File: config.mk
export PLATFORM = sky130hd
export DESIGN_NAME = nx_stream_arbiter
export DESIGN_NICKNAME = d
export VERILOG_FILES = /design/src/rtl/nx_stream_arbiter.sv
export SDC_FILE = /design/constraint.sdc
export NUM_CORES = 1
export LEC_CHECK = 0
export ABC_CLOCK_PERIOD_IN_PS = 3900
export CORE_ASPECT_RATIO = 1.5
export CORE_MARGIN = 2
export CORE_UTILIZATION = 43
export CTS_CLUSTER_SIZE = 20
export DETAILED_ROUTE_END_ITERATION = 8
export PLACE_DENSITY = 0.81
export RECOVER_POWER = 50
export SLEW_MARGIN = 20
export SYNTH_ARGS = -nofsm -noshare
export SYNTH_HDL_FRONTEND = slang
export SYNTH_SLANG_ARGS = --single-unit
File: constraint.sdc
create_clock -name i_clk -period 3.9 [get_ports i_clk]
set_input_delay 0.78 -clock i_clk [delete_from_list [all_inputs] [get_ports i_clk]]
set_output_delay 0.78 -clock i_clk [all_outputs]
set_load 0.05 [all_outputs]
File: src/rtl/nx_stream_arbiter.sv
// Round-robin merge of STREAMS inbound streams into a DEPTH-entry outbound FIFO.
// Optional per-stream accepted-message counters are enabled by NX_STREAM_ARBITER_STATS_EN.
module nx_stream_arbiter #(
    parameter int STREAMS       = 4,
    parameter int DEPTH         = 2,
    parameter int MESSAGE_WIDTH = 32
) (
    input  logic                                    i_clk,
    input  logic                                    i_rst,
    output logic                                    o_idle,
    input  logic [STREAMS-1:0][MESSAGE_WIDTH-1:0]   i_inbound_data,
    input  logic [STREAMS-1:0]                      i_inbound_valid,
    output logic [STREAMS-1:0]                      o_inbound_ready,
    output logic [$clog2(STREAMS)-1:0]              o_outbound_dir,
    output logic [MESSAGE_WIDTH-1:0]                o_outbound_data,
    output logic                                    o_outbound_valid,
`ifdef NX_STREAM_ARBITER_STATS_EN
    output logic [STREAMS-1:0][15:0]                o_grant_count,
`endif
    input  logic                                    i_outbound_ready
);

    localparam int PTR_W   = $clog2(STREAMS);
    localparam int AW      = $clog2(DEPTH);
    localparam int LW      = $clog2(DEPTH + 1);
    localparam int ENTRY_W = PTR_W + MESSAGE_WIDTH;

    logic [PTR_W-1:0]   rrPtr_q, rrPtr_d;
    logic [AW-1:0]      rdPtr_q, rdPtr_d;
    logic [AW-1:0]      wrPtr_q, wrPtr_d;
    logic [LW-1:0]      level_q, level_d;
    logic [ENTRY_W-1:0] mem_q [DEPTH];

    logic [PTR_W-1:0]   winner;
    logic               anyValid;
    logic               canPush;
    logic               push;
    logic               pop;
    int                 idx;

    function automatic logic [AW-1:0] incPtr(input logic [AW-1:0] p);
        return (p == AW'(DEPTH - 1)) ? '0 : p + 1'b1;
    endfunction

    // First valid stream at or after rrPtr_q, wrapping around the stream count.
    always_comb begin
        winner   = '0;
        anyValid = 1'b0;
        idx      = 0;
        for (int k = 0; k < STREAMS; k++) begin
            idx = int'(rrPtr_q) + k;
            if (idx >= STREAMS) idx = idx - STREAMS;
            if (!anyValid && i_inbound_valid[PTR_W'(idx)]) begin
                winner   = PTR_W'(idx);
                anyValid = 1'b1;
            end
        end
    end

    // Admission uses the pre-pop level, so a full buffer never accepts even while draining.
    assign canPush         = (level_q < LW'(DEPTH));
    assign o_inbound_ready = (i_rst && anyValid && canPush) ? (STREAMS'(1) << winner) : '0;
    assign push            = |(i_inbound_valid & o_inbound_ready);
    assign o_outbound_valid = (level_q != '0);
    assign pop             = o_outbound_valid && i_outbound_ready;
    assign o_idle          = (level_q == '0) && !(|i_inbound_valid);
    assign {o_outbound_dir, o_outbound_data} = o_outbound_valid ? mem_q[rdPtr_q] : '0;

    always_comb begin
        rrPtr_d = rrPtr_q;
        rdPtr_d = rdPtr_q;
        wrPtr_d = wrPtr_q;
        level_d = level_q;
        if (push) begin
            rrPtr_d = (winner == PTR_W'(STREAMS - 1)) ? '0 : winner + 1'b1;
            wrPtr_d = incPtr(wrPtr_q);
        end
        if (pop) rdPtr_d = incPtr(rdPtr_q);
        case ({push, pop})
            2'b10:   level_d = level_q + 1'b1;
            2'b01:   level_d = level_q - 1'b1;
            default: level_d = level_q;
        endcase
    end

    always_ff @(posedge i_clk or negedge i_rst) begin
        if (!i_rst) begin
            rrPtr_q <= '0;
            rdPtr_q <= '0;
            wrPtr_q <= '0;
            level_q <= '0;
        end else begin
            rrPtr_q <= rrPtr_d;
            rdPtr_q <= rdPtr_d;
            wrPtr_q <= wrPtr_d;
            level_q <= level_d;
        end
    end

    // Storage needs no reset: entries are only visible while level_q covers them.
    always_ff @(posedge i_clk) begin
        if (push) mem_q[wrPtr_q] <= {winner, i_inbound_data[winner]};
    end

`ifdef NX_STREAM_ARBITER_STATS_EN
    logic [STREAMS-1:0][15:0] grantCount_q;

    always_ff @(posedge i_clk or negedge i_rst) begin
        if (!i_rst) begin
            grantCount_q <= '0;
        end else if (push && grantCount_q[winner] != 16'hFFFF) begin
            grantCount_q[winner] <= grantCount_q[winner] + 16'd1;
        end
    end

    assign o_grant_count = grantCount_q;
`endif

endmodule

==> results of run 1 <==
==> area by class of cell <==
| cell class | instances | area, µm² |
|---|---|---|
| clock buffer | 10 | 229 |
| clock inverter | 6 | 90.1 |
| fill | 765 | 3060 |
| inverter | 7 | 27.5 |
| multi-input combinational | 205 | 1720 |
| sequential | 74 | 2190 |
| tap | 112 | 140 |
| timing repair buffer | 180 | 1790 |
==> stage by stage <==
| step | setup WS, ps | power, mW | hold slack, ps | std cells |
|---|---|---|---|---|
| finish | 146 | 4.81 | 556 | 594 |
| global route | 122 | 5.05 | 575 | 594 |
| CTS | 297 | 4.91 | 560 | 594 |
| detailed placement | 246 | 4.05 | 553 | 578 |
| global placement | 356 | 3.99 | 537 | 578 |
| floorplan | 325 | 3.23 | 468 | 303 |
==> synthesized netlist by cell type (2+ instances only) <==
master / number / area [µm²]
a21oi_1: 2 / 10.0
a21oi_2: 2 / 17.5
and2_1: 2 / 12.5
buf_12: 2 / 40.0
buf_2: 3 / 15.0
buf_6: 3 / 33.8
buf_8: 2 / 30.0
clkbuf_1: 4 / 15.0
clkbuf_4: 2 / 15.0
dfrtp_1: 6 / 150
edfxtp_1: 68 / 2040
ha_1: 2 / 25.0
inv_1: 5 / 18.8
inv_2: 2 / 7.51
mux2i_1: 131 / 1310
nand2_1: 3 / 11.3
nand3_1: 2 / 10.0
nor2_1: 42 / 158
nor3_1: 2 / 10.0
xnor2_1: 3 / 26.3
xor2_1: 2 / 17.5
==> power breakdown <==
group	internal (mW)	switching (mW)	leakage, nW
logic	1.00	1.65	1.62
clock network	0.561	0.295	0.153
registers	1.18	0.116	0.692
total	2.75	2.06	2.46
==> final timing paths <==
path,end,from,slack [ps]
max in group asynchronous,rdPtr_q$_DFFE_PN0P_,i_rst,2700
min in group asynchronous,level_q[0]$_DFFE_PN0P_,i_rst,920
worst max register to register,mem_q[1][1]$_DFFE_PP_,rrPtr_q[1]$_DFFE_PN0N_,1130
worst max-delay path,o_inbound_ready[0],i_inbound_valid[3],150
worst min register to register,wrPtr_q$_DFFE_PN0N_,wrPtr_q$_DFFE_PN0N_,560
worst min-delay path,wrPtr_q$_DFFE_PN0N_,wrPtr_q$_DFFE_PN0N_,560
==> cell usage in the layout, fill, tap and decap left out, types with 3 or more instances in the layout <==
cell               n
clkdlybuf4s50_1  156
buf_4              4
dfrtp_1            5
clkbuf_16          9
edfxtp_1          68
clkbuf_1           4
inv_1              5
nand2_1            3
mux2i_1          131
xnor2_1            3
dlygate4sd3_1     15
nor2_1            40
nor2_4             3
==> critical path, cell delays in order <==
cell	delay, ps
dlygate4sd3_1	630
nor2b_1	190
nand3_1	110
nand4_1	180
clkinvlp_2	230
buf_12	260
nor3_1	250
buf_4	230
==> cells by family after synthesis <==
family	share of synthesized area (%)
fa+ha+maj	0.613
simple gates	6.37
flops	53.7
compound gates	1.41
mux	32.4
xor+xnor	1.07
buf+inv	4.47
==> flip-flops by register name, summed over array words and instances, names as in the netlist <==
name,flops
rdPtr_q,1
mem_q,68
rrPtr_q,2
level_q,2
wrPtr_q,1
==> metal layers <==
metal | wire [µm] | GRT usage, % | vias up
li1 | - | - | 1471
met1 | 3160 | 16.8 | 1423
met2 | 5420 | 35.4 | 121
met3 | 585 | 5.07 | 12
met4 | 155 | 6.75 | 0
met5 | 0 | 0 | -
==> run_results.csv, run 1 <==
group,metric,value,unit
worst_setup_path,worst_ep_required_time,3120,ps
timing,finalSetupViolations,0,
synth,yosys_warnings,0,
clock_network,cts.htree.levels,3,
route,detail_route.iter0.violations,104,
worst_setup_path,critPathArrivalTime,2970,ps
flow_run,maxCapViolCount,0,
floorplanning,dieWidth,83.6,µm
synth,synth.lib_cells_used.distinct,34,
floorplanning,top_level_ports,175,
clock_network,worst_skew_pair.late_latency,320,ps
timing,timing.clock.skew,8.60,ps
worst_setup_path,timing_worst_setup_path_type,"in -> out",
clock_network,cts_sinks,74,
place,gp_congestion,0.851,
layout,share_of_the_core_filled_with_cells,66.9,%
timing,rsz_0062_raised_after_global_routing,"no",
layout,final_layout_size_suffix_gt1_share,6.02,%
route,totalWireLength,9320,µm
timing,finalMaxSlewViolations,0,
grt,grt.total_usage,17.7,%
route,drcViolationCount,0,
synth,synth_enable_flop_cells,68,
route,routed-via-count,3027,
synth,synth-async-reset-ratio,8.11,%
pwr,total_leakage_power,2.46,nW
floorplanning,fp.dieH,123,µm
place,post_dp_cell_area,5910,µm²
pwr,vdd_drop_max,0.000774,V
floorplanning,fp.dieArea,10300,µm²
synth,number_of_standard_cells_after_synthesis,303,
clock_network,cts.reportedPaths.clkPinSlew,50,ps
grt,grt_start_max_net_pins,69,
worst_setup_path,startpoint_type,"primary input",
clock_network,cts_max_path_buffers,2,
timing,worstMarginPinSlew,1150,ps
hold_path,hold-path-cell-count,1,
place,number_of_input_and_output_port_buffers_inserted,174,
synth,syn-num-nets,440,
clock_network,postCtsSetupRepairBufs,0,
hold_path,hold_path_class,"reg -> reg",
worst_setup_path,worst-r2r-cell-count,7,
clock_network,tritoncts.num_buffers,9,
grt,antenna_violations_before_repair,0,
layout,design.final.nets,614,
route,ant_nets,0,
pwr,cellPowerDensity,777,nW/µm²
grt,grt_remaining_overflow,0,
synth,synth_seq_cells,74,
clock_network,tritoncts,"yes",
layout,final_design_area_no_fill,6190,µm²
route,firstDrtPassIters,5,
layout,area_growth_syn_to_layout,51.6,%
timing,timing.final.crit_share,96.2,%
floorplanning,core.rowCount,43,
layout,antenna-diode-count,0,
route,detail_route.wl_per_cell,15.7,µm
worst_setup_path,timing.critical_path.to_type,"output port",
timing,totalNegativeSetupSlack,0,ps
timing,max_freq,266,MHz
route,vias_per_cell,5.10,
grt,grt_pass1_vias,3183,
synth,netlist_area,4080,µm²
synth,synth_top_flop_cell,"edfxtp_1",
status,outcome,"completed",
timing,final_report_hold_violation_count,0,
timing,slew-limit-headroom,23.6,%
floorplanning,floorplan.initialDensity,44.1,%
clock_network,cts_root_buffer,"clkbuf_16",
worst_setup_path,worst-path-max-fanout,68,
clock_network,ctsHoldBuffers,0,
timing,finalCriticalPeriod,3750,ps
floorplanning,placeableCoreArea,9250,µm²
place,place_hpwl,6970,µm
synth,ys_seq_area_share,53.7,%
synth,post_synth.cell_area_avg,13.5,µm²
clock_network,ctsResizeCount,0,
grt,grt_pass1_wl,14400,µm
No activity file was read; power rests on OpenSTA's default activity.
==> run 2: changes to the inputs <==
==> constraint.sdc (replaced) <==
create_clock -name i_clk -period 3.9 [get_ports i_clk]
set_input_delay 0.78 -clock i_clk [delete_from_list [all_inputs] [get_ports i_clk]]
set_output_delay 0.78 -clock i_clk [all_outputs]
set_load 0.01 [all_outputs]
==> run 2 against run 1 <==
Compared with the run above: power decreased by 14%; clock power decreased by 2%; critical path depth decreased by 1; setup slack improved by 140 ps; fmax increased by 3.8%; cell area decreased by 0.32%; sequential power about the same; die area unchanged; highest routed layer unchanged.
==> run_results.csv, run 2 (same netlist as run 1, synthesis figures left out) <==
group,metric,value,unit
timing,timing.clock.skew,12.0,ps
place,gp_congestion,0.794,
layout,antenna-diode-count,0,
clock_network,cts_root_buffer,"clkbuf_16",
layout,final_layout_size_suffix_gt1_share,5.39,%
hold_path,hold_path_class,"reg -> reg",
pwr,switchingPower,1.38,mW
route,firstDrtPassIters,4,
floorplanning,core.rowCount,43,
pwr,total_power,4.12,mW
clock_network,cts.htree.levels,3,
route,totalWireLength,9350,µm
timing,finalSetupViolations,0,
grt,grt_remaining_overflow,0,
layout,share_of_the_core_filled_with_cells,66.7,%
pwr,cellPowerDensity,668,nW/µm²
grt,grt_pass1_wl,14800,µm
timing,slew-limit-headroom,22.8,%
pwr,total_leakage_power,2.45,nW
floorplanning,floorplan.initialDensity,44.1,%
route,routed-via-count,3036,
status,outcome,"completed",
timing,hold_slack,558,ps
clock_network,tritoncts.num_buffers,9,
grt,grt_pass1_vias,3198,
route,drcViolationCount,0,
pwr,vdd_drop_max,0.000583,V
floorplanning,fp.dieH,123,µm
worst_setup_path,critPathArrivalTime,2840,ps
clock_network,ctsResizeCount,0,
clock_network,cts.reportedPaths.clkPinSlew,50,ps
worst_setup_path,worst-path-max-fanout,6,
layout,layout_top_registers,"mem_q (68), level_q (2), rrPtr_q (2)",
timing,finalMaxSlewViolations,0,
layout,design.final.nets,615,
grt,antenna_violations_before_repair,0,
timing,timing.final.crit_share,92.7,%
timing,final_report_hold_violation_count,0,
clock_network,postCtsSetupRepairBufs,0,
worst_setup_path,startpoint_type,"primary input",
layout,layout.cells.most_common,"clkdlybuf4s50_1",
floorplanning,dieWidth,83.6,µm
layout,top_register,"mem_q",
worst_setup_path,worst_ep_required_time,3120,ps
place,place_hpwl,7030,µm
timing,totalNegativeSetupSlack,0,ps
clock_network,tritoncts,"yes",
pwr,internal-power,2.74,mW
route,detail_route.wl_per_cell,15.7,µm
clock_network,cts_sinks,74,
worst_setup_path,timing.critical_path.to_type,"output port",
pwr,clock_network_fraction_of_design_power,20.5,%
grt,grt.total_usage,18.5,%
clock_network,cts_max_path_buffers,2,
place,number_of_input_and_output_port_buffers_inserted,174,
clock_network,ctsHoldBuffers,0,
floorplanning,placeableCoreArea,9250,µm²
pwr,p_comb_share,48.4,%
timing,worstMarginPinSlew,1160,ps
clock_network,worst_skew_pair.late_latency,330,ps
worst_setup_path,timing_worst_setup_path_type,"in -> out",
pwr,power_switching_share,33.5,%
route,ant_nets,0,
pwr,pwr-share-seq,31.1,%
floorplanning,fp.dieArea,10300,µm²
route,detail_route.iter0.violations,107,
timing,finalCriticalPeriod,3620,ps
floorplanning,top_level_ports,175,
layout,area_growth_syn_to_layout,51.1,%
timing,rsz_0062_raised_after_global_routing,"no",
route,vias_per_cell,5.11,
timing,max_freq,277,MHz
layout,largest_reg_flops,68,
grt,grt_start_max_net_pins,38,
flow_run,maxCapViolCount,0,
layout,mostFrequentLayoutCells,"clkdlybuf4s50_1, mux2i_1, edfxtp_1",
run 2: metal layers:
metal	vias up	wire [µm]	global-route usage [%]	part of all wire, %
li1	1476	-	-	-
met1	1436	3200	18.1	34
met2	111	5400	35.9	58
met3	13	514	4.01	5.5
met4	0	239	9.58	2.6
met5	-	0	0	0
run 2: through the flow:
stage	cell area, µm²	setup WS (ps)	std cells
after floorplan	4080	325	303
after global placement	5890	369	579
after detailed placement	5890	195	579
after CTS	6190	384	594
after global routing	6170	178	594
final	6170	284	594
run 2: power groups by stage:
stage,combinational (mW),clock [mW],sequential [mW]
2_1_floorplan,1.30,0,1.25
3_3_place_gp,2.00,0,1.29
3_5_place_dp,2.05,0,1.30
4_1_cts,2.07,0.856,1.29
5_1_grt,2.17,0.894,1.30
6_report,2.00,0.843,1.28
run 2: area by class of cell:
type	count	area, µm²
multi-input cells	205	1730
fillers	747	3080
clock inverters	6	82.6
clock buffers	9	225
inverters	7	27.5
well taps	112	140
repair buffers	181	1780
flip-flops and latches	74	2190
run 2: worst max-delay path: stages:
cell and delay, ps:
dlygate4sd3_1 660, mux2i_1 130, a32o_1 280, nor2_1 150
ha_1 190, and2_1 130, clkdlybuf4s50_1 530
run 2: worst paths after layout:
path | startpoint | to | slack [ps] | cells after the start
worst max-delay path | i_inbound_valid[3] | o_inbound_ready[3] | 280 | 7
worst min-delay path | wrPtr_q$_DFFE_PN0N_ | wrPtr_q$_DFFE_PN0N_ | 560 | 1
worst max register to register | rrPtr_q[1]$_DFFE_PN0N_ | mem_q[1][33]$_DFFE_PP_ | 1060 | 7
worst min register to register | wrPtr_q$_DFFE_PN0N_ | wrPtr_q$_DFFE_PN0N_ | 560 | 1
max in group asynchronous | i_rst | rrPtr_q[0]$_DFFE_PN0N_ | 2880 | 1
min in group asynchronous | i_rst | level_q[0]$_DFFE_PN0P_ | 780 | 1
